==> config.mk <==
export PLATFORM = sky130hd
export DESIGN_NAME = joypad_scanner
export DESIGN_NICKNAME = d
export VERILOG_FILES = /design/src/rtl/joypad_pkg.sv /design/src/rtl/joypad_shadow.sv /design/src/rtl/joypad_scanner.sv
export SDC_FILE = /design/constraint.sdc
export NUM_CORES = 1
export LEC_CHECK = 0
export CORE_MARGIN = 2
export CORE_UTILIZATION = 54
export CTS_CLUSTER_DIAMETER = 150
export DETAILED_ROUTE_END_ITERATION = 8
export PLACE_DENSITY = 0.87
export SYNTH_ARGS = -nofsm -noshare
export SYNTH_HDL_FRONTEND = slang
export SYNTH_SLANG_ARGS = --single-unit
==> constraint.sdc <==
create_clock -name clk -period 3.25 [get_ports clk]
set_input_delay 0.8125 -clock clk [delete_from_list [all_inputs] [get_ports clk]]
set_output_delay 0.8125 -clock clk [all_outputs]
set_load 0.01 [all_outputs]
==> src/rtl/joypad_pkg.sv <==
// Shared types and constants for the joypad scanner: scan FSM states, CPU port addresses,
// and the read-byte formatter used by the $4016/$4017 read mux.
package joypad_pkg;

   typedef enum logic [2:0] {
      IDLE,
      LATCH,
      SETTLE,
      CLK_HI,
      CLK_LO,
      COMMIT
   } scan_state_t;

   localparam logic [15:0] JP1_ADDR     = 16'h4016;
   localparam logic [15:0] JP2_ADDR     = 16'h4017;
   localparam int unsigned OPEN_BUS_BIT = 6;

   // Bit 6 marks a decoded joypad port; data lines sit in bits 1:0.
   function automatic logic [7:0] cpu_read_byte(input logic b1, input logic b0);
      logic [7:0] r;
      r               = '0;
      r[OPEN_BUS_BIT] = 1'b1;
      r[1]            = b1;
      r[0]            = b0;
      return r;
   endfunction

endpackage

==> src/rtl/joypad_shadow.sv <==
// CPU-visible shift register for one pad: parallel load from the snapshot, shift right
// on each read, filling with 1 so exhausted ports read as 1.
module joypad_shadow
   import joypad_pkg::*;
#(
   parameter int unsigned PAD_BITS = 8
) (
   input  logic                clk,
   input  logic                rst,
   input  logic                load_i,
   input  logic                shift_i,
   input  logic [PAD_BITS-1:0] data_i,
   output logic                bit0_o
);

   logic [PAD_BITS-1:0] shadow_q;

   always_ff @(posedge clk or posedge rst) begin
      if (rst) begin
         shadow_q <= '0;
      end else if (load_i) begin
         shadow_q <= data_i;
      end else if (shift_i) begin
         shadow_q <= {1'b1, shadow_q[PAD_BITS-1:1]};
      end
   end

   assign bit0_o = shadow_q[0];

endmodule

==> src/rtl/joypad_scanner.sv <==
// Multi-pad serial scanner with atomic snapshot, plus NES $4016/$4017 strobe and
// bit-serial read emulation on the CPU bus.
module joypad_scanner
   import joypad_pkg::*;
#(
   parameter int unsigned NUM_PADS    = 2,
   parameter int unsigned PAD_BITS    = 8,
   parameter int unsigned CLK_DIV     = 6,
   parameter int unsigned SCAN_PERIOD = 29780
) (
   input  logic                         clk,
   input  logic                         rst,
   input  logic [15:0]                  addr,
   input  logic                         wren,
   input  logic                         rden,
   input  logic [7:0]                   from_cpu,
   output logic [7:0]                   to_cpu,
   input  logic [NUM_PADS-1:0]          pad_data,
   output logic                         pad_clk,
   output logic                         pad_latch,
   input  logic                         scan_req,
   output logic                         snap_valid,
   output logic [NUM_PADS*PAD_BITS-1:0] pad_state
);

   localparam int unsigned SNAP_W = NUM_PADS * PAD_BITS;
   localparam int unsigned PH_W   = (CLK_DIV > 1) ? $clog2(CLK_DIV) : 1;
   localparam int unsigned BIT_W  = (PAD_BITS > 1) ? $clog2(PAD_BITS) : 1;
   localparam int unsigned PER_W  = (SCAN_PERIOD > 1) ? $clog2(SCAN_PERIOD) : 1;

   logic [NUM_PADS-1:0] sync1_q;
   logic [NUM_PADS-1:0] sync2_q;
   scan_state_t         state_q;
   logic [PH_W-1:0]     phase_q;
   logic [BIT_W-1:0]    bit_q;
   logic [PER_W-1:0]    period_q;
   logic [SNAP_W-1:0]   work_q;
   logic [SNAP_W-1:0]   pad_state_q;
   logic                pad_clk_q;
   logic                pad_latch_q;
   logic                snap_valid_q;
   logic                strobe_q;

   logic                phase_end_c;
   logic                last_bit_c;
   logic                period_hit_c;
   logic                start_c;
   logic [PAD_BITS-1:0] bit_mask_c;
   logic [SNAP_W-1:0]   sampled_c;
   logic                jp1_c;
   logic                jp2_c;
   logic                shift_p0_c;
   logic                shift_p1_c;
   logic [3:0]          sh_bit_c;
   logic                unused_from_cpu_c;

   assign phase_end_c  = (phase_q == PH_W'(CLK_DIV - 1));
   assign last_bit_c   = (bit_q == BIT_W'(PAD_BITS - 1));
   assign period_hit_c = (SCAN_PERIOD != 0) && (period_q == PER_W'(SCAN_PERIOD - 1));
   assign start_c      = scan_req || period_hit_c;
   assign bit_mask_c   = PAD_BITS'(1) << bit_q;

   // Working register with the current bit of every pad merged in, stored active-high.
   for (genvar g = 0; g < NUM_PADS; g++) begin : g_sample
      assign sampled_c[g*PAD_BITS +: PAD_BITS] = sync2_q[g]
         ? (work_q[g*PAD_BITS +: PAD_BITS] & ~bit_mask_c)
         : (work_q[g*PAD_BITS +: PAD_BITS] |  bit_mask_c);
   end

   // Synchroniser, period counter and scan FSM; pad outputs are registered.
   always_ff @(posedge clk or posedge rst) begin
      if (rst) begin
         sync1_q      <= '0;
         sync2_q      <= '0;
         state_q      <= IDLE;
         phase_q      <= '0;
         bit_q        <= '0;
         period_q     <= '0;
         work_q       <= '0;
         pad_state_q  <= '0;
         pad_clk_q    <= 1'b0;
         pad_latch_q  <= 1'b0;
         snap_valid_q <= 1'b0;
      end else begin
         sync1_q      <= pad_data;
         sync2_q      <= sync1_q;
         snap_valid_q <= 1'b0;
         phase_q      <= phase_end_c ? '0 : phase_q + PH_W'(1);
         if (SCAN_PERIOD != 0) begin
            period_q <= period_hit_c ? '0 : period_q + PER_W'(1);
         end

         case (state_q)
            IDLE: begin
               phase_q <= '0;
               bit_q   <= '0;
               if (start_c) begin
                  state_q     <= LATCH;
                  pad_latch_q <= 1'b1;
               end
            end
            LATCH: begin
               if (phase_end_c) begin
                  state_q     <= SETTLE;
                  pad_latch_q <= 1'b0;
               end
            end
            SETTLE: begin
               if (phase_end_c) begin
                  work_q <= sampled_c;
                  if (last_bit_c) begin
                     pad_state_q  <= sampled_c;
                     snap_valid_q <= 1'b1;
                     state_q      <= COMMIT;
                  end else begin
                     bit_q     <= bit_q + BIT_W'(1);
                     pad_clk_q <= 1'b1;
                     state_q   <= CLK_HI;
                  end
               end
            end
            CLK_HI: begin
               if (phase_end_c) begin
                  pad_clk_q <= 1'b0;
                  state_q   <= CLK_LO;
               end
            end
            CLK_LO: begin
               if (phase_end_c) begin
                  work_q <= sampled_c;
                  if (last_bit_c) begin
                     pad_state_q  <= sampled_c;
                     snap_valid_q <= 1'b1;
                     state_q      <= COMMIT;
                  end else begin
                     bit_q     <= bit_q + BIT_W'(1);
                     pad_clk_q <= 1'b1;
                     state_q   <= CLK_HI;
                  end
               end
            end
            COMMIT: begin
               state_q <= IDLE;
            end
            default: begin
               state_q     <= IDLE;
               pad_clk_q   <= 1'b0;
               pad_latch_q <= 1'b0;
            end
         endcase
      end
   end

   assign jp1_c = (addr == JP1_ADDR);
   assign jp2_c = (addr == JP2_ADDR);

   // Only $4016 writes reach the strobe; $4017 belongs to the APU frame counter.
   always_ff @(posedge clk or posedge rst) begin
      if (rst) begin
         strobe_q <= 1'b0;
      end else if (wren && jp1_c) begin
         strobe_q <= from_cpu[0];
      end
   end

   assign shift_p0_c = rden && jp1_c && !wren && !strobe_q;
   assign shift_p1_c = rden && jp2_c && !strobe_q;

   for (genvar g = 0; g < 4; g++) begin : g_pad
      if (g < NUM_PADS) begin : g_on
         joypad_shadow #(
            .PAD_BITS(PAD_BITS)
         ) u_shadow (
            .clk    (clk),
            .rst    (rst),
            .load_i (strobe_q),
            .shift_i((g % 2 == 0) ? shift_p0_c : shift_p1_c),
            .data_i (pad_state_q[g*PAD_BITS +: PAD_BITS]),
            .bit0_o (sh_bit_c[g])
         );
      end else begin : g_off
         assign sh_bit_c[g] = 1'b0;
      end
   end

   always_comb begin
      to_cpu = '0;
      if (jp1_c) begin
         to_cpu = cpu_read_byte(sh_bit_c[2], sh_bit_c[0]);
      end else if (jp2_c) begin
         to_cpu = cpu_read_byte(sh_bit_c[3], sh_bit_c[1]);
      end
   end

   assign unused_from_cpu_c = ^from_cpu[7:1];

   assign pad_clk    = pad_clk_q;
   assign pad_latch  = pad_latch_q;
   assign snap_valid = snap_valid_q;
   assign pad_state  = pad_state_q;

endmodule
== Yosys cells after proc, flatten, opt, wreduce, memory -nomap -nowiden ==
Cells that the tools add are included.
Storage, ports and cells
  word-level logic and storage cells: 91
  flip-flop bits (word level): 80
  output and inout bits: 27
  input port bits: 31
Operators by class
  reductions and logical operators: 22
  muxes and demuxes: 29
  bitwise gates (word level): 7
  equal/unequal tests: 15
  $add $sub $neg: 3
  shift-type cells: 1
Operator list (count)
  $mux 8: 6
  $eq 16x15->1 const B: 2
  $mux 3: 9
  $and 8x8->8: 2
  $or 8x8->8: 2
  $add 15x1->15 const B: 1
  $eq 15x15->1 const B: 1
  $mux 15: 1
  $mux 7: 2
  $eq 3x3->1 const B: 4
  $pmux 3 s4: 1
  $reduce_and 3->1: 3
  $ne 2x2->1 const B: 4
  $not 8->8: 1
  $reduce_and 4->1: 2
  $shl 1x3->8 const A: 1
  $mux 1: 7
  $add 3x1->3 const B: 2
  $eq 3x2->1 const B: 2
  $logic_and 1x1->1: 6
  $pmux 1 s3: 2
  $pmux 3 s2: 1
  $reduce_bool 2->1: 3
  $reduce_or 4->1: 1
  9 further kinds: 11

== Longest topological paths before layout ==
Gate-level depths: netlist of run 1.
  word-level depth: 6
  gate-level depth with buffers: 6

== Modules after synthesis ==
Synthesis of run 1 repeated with hierarchy kept, for this count alone.
Second synthesis, totals
  cell total of the unflattened synthesis: 372
  area total of the unflattened synthesis: 3767.4 µm²
By module, submodules not included
  joypad_scanner: instances 1, cells each 302, area each 3026.7 µm²
  joypad_shadow: instances 2, cells each 35, area each 370.4 µm²

== Worst setup path after synthesis of run 1 ==
No wires, ideal clock.
  path type: input port to output port
  start point: input port addr[10]
  end point: output port to_cpu[0]
  stages: 3
  buffers on the path: 0
  slack: 0.349 ns
  data arrival time: 2.088 ns
  path through: or4b_4 -> nor4_2 -> nor2b_1
Between the ends
  longest elaborated chain between the ends: 3
RTL lines
  start: declaration: line joypad_scanner.sv:13  | input logic [15:0] addr,
  $eq 16x15->1: line joypad_scanner.sv:155  | assign jp2_c = (addr == JP2_ADDR);
  $mux 7: line joypad_scanner.sv:190  | end else if (jp2_c) begin
  $mux 7 (*): line joypad_scanner.sv:188  | if (jp1_c) begin
  end: declaration: line joypad_scanner.sv:17  | output logic [7:0] to_cpu,
Mark *: on every way between the ends. The rest lies on a longest branch, timed or not.

== Worst setup path in the final report of run 1 ==
  start point: input port addr[15]
  end point: output port to_cpu[6]
The elaborated chain is that of the path after synthesis.

==> run summary, run 1 <==
PLACEMENT
-------------------------------------------------------------------------------
Final weighted congestion of routability-driven global placement .        0.826
Post-placement setup slack .......................................      -392 ps
Port Buffer Count ................................................           44
Placed instance area .............................................  0.00431 mm2
Post-Place Cells .................................................          518
DP Wirelength ....................................................      5290 um

SYNTH
-------------------------------------------------------------------------------
Share of the yosys chip area belonging to registers ..............        51.1%
Simple-gate portion of the synthesized area ......................        20.0%
Dominant combinational cell family by area after synthesis ....... simple AND/OR/NAND/NOR gates
Dominant register cell in the synthesized netlist ................      dfrtp_1
Synthesized-area fraction occupied by ao, oa, aoi and oai cells ..        17.2%
Post-Synth XOR/XNOR Area .........................................        2.75%
Mean area per synthesized cell ...................................     9.74 um2
Async S/R FF share, synth ........................................         100%
Share of synthesized area spent on multiplexers ..................        1.34%
Syn. warnings ....................................................            0
Post-Synthesis Cell Area .........................................  0.00382 mm2
Post-Synth Adder-Cell Area .......................................        2.29%
Leading area contributor after synthesis .........................      dfrtp_1
Area share of the largest cell type after synthesis ..............        51.1%
Number of instances in the synthesized netlist ...................          392
Number of storage elements in the synthesis netlist ..............           78
Cell variety after synth .........................................           55
Cell types occupying the most area after synthesis ............... dfrtp_1 (51%), a21oi_1 (5.6%), o21ai_0 (5.5%)
Number of flops mapped to enable cells by yosys ..................            0

FINISH
-------------------------------------------------------------------------------
Fraction of final layout cells sized beyond drive strength 1 .....        8.88%
Layout overhead on the synthesized area ..........................        18.9%
Cell area after layout ...........................................  0.00454 mm2
Total inserted antenna cells .....................................            0
Number of nets in the finished design ............................          472
Multi-input combinational cell area ..............................  0.00170 mm2
Post-route non-filler standard cell count ........................          535
Fill cell instance count of the final layout .....................          519
Register Area ....................................................  0.00195 mm2

TIMING
-------------------------------------------------------------------------------
Final clock skew .................................................      9.78 ps
Final hold vios ..................................................            0
Post-layout minimum cycle time ...................................      3150 ps
TNS Setup ........................................................         0 ps
F_max ............................................................    0.318 GHz
Final setup vio count ............................................            0
Unrepaired setup endpoints after global routing ..................        false
Post-route fraction of the period consumed by the critical path ..        96.8%
Worst-margin pin slew ............................................       841 ps
Relative slew slack ..............................................        43.9%
Min setup slack post-route .......................................       104 ps
Final count of pins violating max slew ...........................            0

CLOCK TREE
-------------------------------------------------------------------------------
CTS tree .........................................................        built
Clock sinks ......................................................           78
Clock-pin slew on the worst setup and hold paths .................        80 ps
Skew-Pair Late Insertion Delay ...................................       360 ps
CTS max path bufs ................................................            2
H-tree levels ....................................................            3
Total of hold buffers inserted after clock tree synthesis ........            0
Clk Tree Root Cell ...............................................     clkbuf_8
Number of buffers created by CTS .................................            9

MIN PATH
-------------------------------------------------------------------------------
Min-Delay Endpoint ............................................... sync2_q[0]$_DFF_PP0_
Hold wc startpoint ............................................... sync1_q[0]$_DFF_PP0_
Hold WC Path Type ................................................ flop to flop
Worst hold path stage count ......................................            0

GRT
-------------------------------------------------------------------------------
Total global-route track usage ...................................        21.5%
Congestion Overflow GR ...........................................            0
Number of global-route vias before repair ........................         2788
Pin count of the biggest net entering global routing .............           56
Wire length of the first global-routing pass .....................     12800 um
Initial antenna violation count ..................................            0

SETUP PATH
-------------------------------------------------------------------------------
RR Endpoint ...................................................... pad_latch$_DFFE_PP0P_
Type of element launching the critical path ......................    input pin
Maximum fanout count along the critical path .....................            3
R2R setup slack ..................................................      1060 ps
Kind of capture point of the worst setup path .................... primary output
Required time reported for the critical path endpoint ............      2440 ps
Worst EP arrival .................................................      2330 ps
Type of the setup path with the least slack ...................... input pin to primary output
Number of cells on the worst reg-to-reg path .....................            5
Source of the worst register-to-register timing path ............. period_q[11]$_DFF_PP0_

POWER AND IR DROP
-------------------------------------------------------------------------------
Overall power after layout .......................................      1860 uW
Switching component of the power .................................       393 uW
Int Pwr ..........................................................      1470 uW
Sequential group share of total power ............................        53.1%
Part of the power in the clock network ...........................        42.5%
Switching share of total power ...................................        21.1%
Ratio of total power to cell area ................................   410 mW/mm2
P_leak ...........................................................   0.00194 uW
IR Drop Worst-Case VDD ...........................................   0.000271 V
Combinational group share of total power .........................         4.4%

ROUTING
-------------------------------------------------------------------------------
Routed wire length ...............................................      7910 um
Met3 Wirelength ..................................................       528 um
Metal1 wirelength ................................................      3330 um
Met2 WL ..........................................................      3860 um
Vias per inst ....................................................         5.70
Detailed router's first-iteration violation count ................          205
Number of vias in the routed layout ..............................         3049
Detailed Routing Iterations Pass 1 ...............................            5
Routed wire length per instance ..................................      14.8 um
Top Layer Used ...................................................         met4
Remaining design rule violation count ............................            0
Detail Route Antenna Nets ........................................            0

FLOORPLAN
-------------------------------------------------------------------------------
Floorplan die width ..............................................      88.1 um
Total die area ...................................................  0.00776 mm2
Die span in y ....................................................      88.1 um
Std cell rows ....................................................           30
Initial standard-cell utilization of the core ....................        55.9%
Core Box Area ....................................................  0.00683 mm2
Io pins ..........................................................           58

RUN STATUS
-------------------------------------------------------------------------------
Run status ....................................................... complete, no violations

RUN
-------------------------------------------------------------------------------
Total of max-cap violations ......................................            0

worst max-delay path: stages:
cell and delay, ps:
clkdlybuf4s50_1 400, or4_4 560, nor4_4 260, dlygate4sd2_1 310
cell usage after synthesis, types with 2 or more instances:
master,count
o31ai_1,7
nand3_1,11
o21ai_0,42
o22ai_1,2
nor3_1,4
nand4_1,2
o211ai_1,2
nand2b_1,4
o21ai_1,9
ha_1,7
buf_4,7
xnor2_1,7
buf_2,3
clkbuf_1,14
nor3b_1,6
a31oi_1,12
or4_1,3
nor2b_1,11
nand3b_1,4
and2b_2,4
mux2i_1,4
nor2_1,28
inv_1,7
clkbuf_8,2
xor2_1,5
a21oi_1,43
and2b_1,2
and4_1,2
buf_6,2
dfrtp_1,78
nand2_1,34
routing by layer:
layer,up-vias,track usage (%)
li1,1455,-
met1,1470,27.3
met2,108,35.3
met3,16,5.47
met4,0,9.37
met5,-,0
power groups by stage:
stage	Combinational (uW)	Clock, uW	Sequential [uW]
floorplan	49.6	0	1000
global placement	78.6	0	1010
detailed placement	80.9	0	1010
CTS	82.4	803	988
global route	90.7	842	990
finish	81.3	792	989
registers in the layout, indices dropped and copies added, names as in the netlist:
register                      cells
period_q                         15
strobe_q                          1
bit_q                             3
sync2_q                           2
pad_latch                         1
snap_valid                        1
pad_state                        16
work_q                           14
sync1_q                           2
phase_q                           3
pad_clk                           1
state_q                           3
g_pad.g_on.u_shadow.shadow_q     16
layout by cell type, fill, tap and decap left out, types with 9 or more instances in the layout:
master,count
a21oi_1,43
a31oi_1,12
buf_4,9
clkbuf_8,10
clkdlybuf4s50_1,42
dfrtp_1,78
nand2_1,34
nand3_1,11
nor2_1,28
nor2b_1,11
o21ai_0,42
o21ai_1,9
cell families after synthesis:
kind of cell | after synthesis
other cells | 1
xor+xnor | 12
fa+ha+maj | 7
buf+inv | 35
simple gates | 133
flops | 78
compound gates | 121
mux | 5
metrics by stage:
step / hold WS, ps / util (%)
floorplan: 331 / -
global placement: 333 / 63.1
detailed placement: 338 / 63.1
CTS: 356 / 66.4
global route: 373 / 66.4
finish: 353 / 66.4
timing repair:
item,in CTS,in global routing
pin swaps,1,2
gates resized for setup,6,2
endpoints found under the setup margin,2,1
setup buffers,0,1
cloned,0,0
cell type report:
cell class / count / share of cell area, %
Clock buffer: 12 / 3.20
Inverter: 7 / 0.579
Sequential cell: 78 / 43.0
Timing Repair Buffer: 54 / 11.5
Multi-Input combinational cell: 284 / 37.5
Clock inverter: 4 / 1.54
Tap cell: 96 / 2.65
how the worst max path moves through the flow:
stage,to,startpoint
after floorplan,to_cpu[0],addr[10]
after global placement,to_cpu[0],addr[10]
after detailed placement,to_cpu[0],addr[10]
after CTS,to_cpu[0],addr[10]
after global routing,to_cpu[6],addr[15]
final,to_cpu[6],addr[15]
Power figures use the tool's default switching activity.
==> inputs of run 2 (changes only) <==
- CORE_UTILIZATION: 54 -> 58
- PLACE_DENSITY: 0.87 -> 0.92
- clock period: 3.25 -> 3.8 ns (I/O delays scaled with it)
==> run 2 against run 1 <==
Against the previous run:
- combinational power is 14% lower
- global-route usage rose by 2.0 points
- design area shrank 0.77%
- via count is 0.49% higher
- critical endpoint is now to_cpu[0]
- non-clock buffer count unchanged
- final cell count decreased by 3.7%
==> run summary, run 2 (synthesized netlist as in run 1, its figures left out) <==
RUN STATUS
-------------------------------------------------------------------------------
Run status ....................................................... complete, no violations

FINISH
-------------------------------------------------------------------------------
Most used cells in the layout excluding fill and tap cells ....... dfrtp_1 (78), a21oi_1 (43), o21ai_0 (42), clkdlybuf4s50_1 (42), nand2_1 (34)
Fraction of final layout cells sized beyond drive strength 1 .....        8.22%
Leading cell type in the layout, fill and taps excluded ..........      dfrtp_1
Total inserted antenna cells .....................................            0
Number of nets in the finished design ............................          472
Register Area ....................................................  0.00195 mm2
Multi-input combinational cell area ..............................  0.00170 mm2
Fill cell instance count of the final layout .....................          429
Post-route non-filler standard cell count ........................          515
Share of the core filled with cells in the final layout ..........        70.9%
Layout overhead on the synthesized area ..........................        18.0%

SETUP PATH
-------------------------------------------------------------------------------
Worst Path Buf+Inv ...............................................            3
CP peak stage delay ..............................................       570 ps
Required time reported for the critical path endpoint ............      2850 ps
Source of the worst register-to-register timing path ............. state_q[0]$_DFFE_PP0P_
Type of element launching the critical path ......................    input pin
Cell Chain, Critical Path ........................................ clkdlybuf4s50_1 -> or4b_4 -> nor4_4 -> buf_4 -> nor2b_1 -> dlygate4sd2_1
CP max-delay cell ................................................       or4b_4
Kind of capture point of the worst setup path .................... primary output
Gate family responsible for the most delay along the worst path .. simple AND/OR/NAND/NOR gates
Maximum fanout count along the critical path .....................            2
CP Launch Point ..................................................     addr[10]
Worst EP arrival .................................................      2770 ps
Type of the setup path with the least slack ...................... input pin to primary output

TIMING
-------------------------------------------------------------------------------
Final count of pins violating max slew ...........................            0
Final setup vio count ............................................            0
Post-route fraction of the period consumed by the critical path ..        97.9%
Relative slew slack ..............................................        35.1%
Worst hold slack across all endpoints ............................       352 ps
F_max ............................................................    0.269 GHz
Unrepaired setup endpoints after global routing ..................        false
Worst-margin pin slew ............................................       971 ps
Final clock skew .................................................      8.93 ps
Final hold vios ..................................................            0
Post-layout minimum cycle time ...................................      3720 ps

CLOCK TREE
-------------------------------------------------------------------------------
Clock sinks ......................................................           78
H-tree levels ....................................................            3
CTS max path bufs ................................................            2
Skew-Pair Late Insertion Delay ...................................       350 ps
Total of hold buffers inserted after clock tree synthesis ........            0
Number of buffers created by CTS .................................            9
Clk Tree Root Cell ...............................................     clkbuf_8
CTS tree .........................................................        built
Clock-pin slew on the worst setup and hold paths .................        70 ps

POWER AND IR DROP
-------------------------------------------------------------------------------
Ratio of total power to cell area ................................   349 mW/mm2
IR Drop Worst-Case VDD ...........................................   0.000216 V
P_leak ...........................................................   0.00193 uW

GRT
-------------------------------------------------------------------------------
Congestion Overflow GR ...........................................            0
Global routing met2 resource utilization .........................        37.9%
Layer with the highest usage after global routing ................         met2
Pin count of the biggest net entering global routing .............           41
M3 GR Usage ......................................................        5.93%
Initial antenna violation count ..................................            0
Total global-route track usage ...................................        23.5%
Wire length of the first global-routing pass .....................     13600 um
Number of global-route vias before repair ........................         2918
Met1 global-route usage ..........................................        31.2%

PLACEMENT
-------------------------------------------------------------------------------
Port Buffer Count ................................................           44
Final weighted congestion of routability-driven global placement .        0.807
Post-Place Cells .................................................          498
DP Wirelength ....................................................      5350 um

ROUTING
-------------------------------------------------------------------------------
Detailed router's first-iteration violation count ................          258
Number of vias in the routed layout ..............................         3064
Vias per inst ....................................................         5.95
Detail Route Antenna Nets ........................................            0
Remaining design rule violation count ............................            0
Detailed Routing Iterations Pass 1 ...............................            5
Routed wire length ...............................................      8000 um
Routed wire length per instance ..................................      15.5 um

MIN PATH
-------------------------------------------------------------------------------
Hold wc startpoint ............................................... sync1_q[1]$_DFF_PP0_
Hold WC Path Type ................................................ flop to flop

FLOORPLAN
-------------------------------------------------------------------------------
Total die area ...................................................  0.00725 mm2
Std cell rows ....................................................           29
Die span in y ....................................................      85.1 um
Floorplan die width ..............................................      85.1 um
Core Box Area ....................................................  0.00635 mm2
Io pins ..........................................................           58
Initial standard-cell utilization of the core ....................        60.1%

RUN
-------------------------------------------------------------------------------
Total of max-cap violations ......................................            0

## run 2: timing repair
item	CTS	global route
setup endpoints to repair	2	0
gates resized for setup	4	0
setup buffers	2	0
## run 2: power breakdown
group	leakage [uW]	switching [uW]	total (uW)	internal, uW
Combinational	0.000820	37.1	69.9	32.7
Sequential	0.00101	8.04	845	837
Clock	0.0000994	289	655	366
## run 2: worst reg2reg max path: cells and delay by family (launching register included)
family          cells  cell delay (ps)
compound gates      1              120
flops               1              490
simple gates        3             1680
## run 2: metal layers
layer	share of wire [%]	vias up
li1	-	1464
met1	43	1478
met2	49	107
met3	5.8	15
met4	2.1	0
met5	0	-
## run 2: path summary, 6_finish.rpt
check                           slack (ps)                        to  cells after the start
min in group asynchronous             1070    period_q[12]$_DFF_PP0_                      2
worst min register to register         350      sync2_q[1]$_DFF_PP0_                      0
worst min-delay path                   350      sync2_q[1]$_DFF_PP0_                      0
max in group asynchronous             2040      bit_q[1]$_DFFE_PP0P_                      3
worst max-delay path                    80                 to_cpu[0]                      6
worst max register to register        1360  pad_state[7]$_DFFE_PP0P_                      4
## run 2: per-stage QoR
step / area, um2 / total power (uW) / TNS [ps] / worst slack (ps)
floorplan: 3840 / 898 / 0 / 624
global placement: 4280 / 928 / -117 / -114
detailed placement: 4280 / 930 / -298 / -208
CTS: 4500 / 1570 / 0 / 120
global route: 4500 / 1620 / 0 / 17.9
finish: 4500 / 1570 / 0 / 77.9
## run 2: area by class of cell
| type | instances | area share [%] |
|---|---|---|
| Timing Repair Buffer | 54 | 11.7 |
| Tap cell | 77 | 2.14 |
| Clock inverter | 4 | 1.61 |
| Clock buffer | 11 | 2.92 |
| Multi-Input combinational cell | 284 | 37.7 |
| Sequential cell | 78 | 43.3 |
| Inverter | 7 | 0.583 |
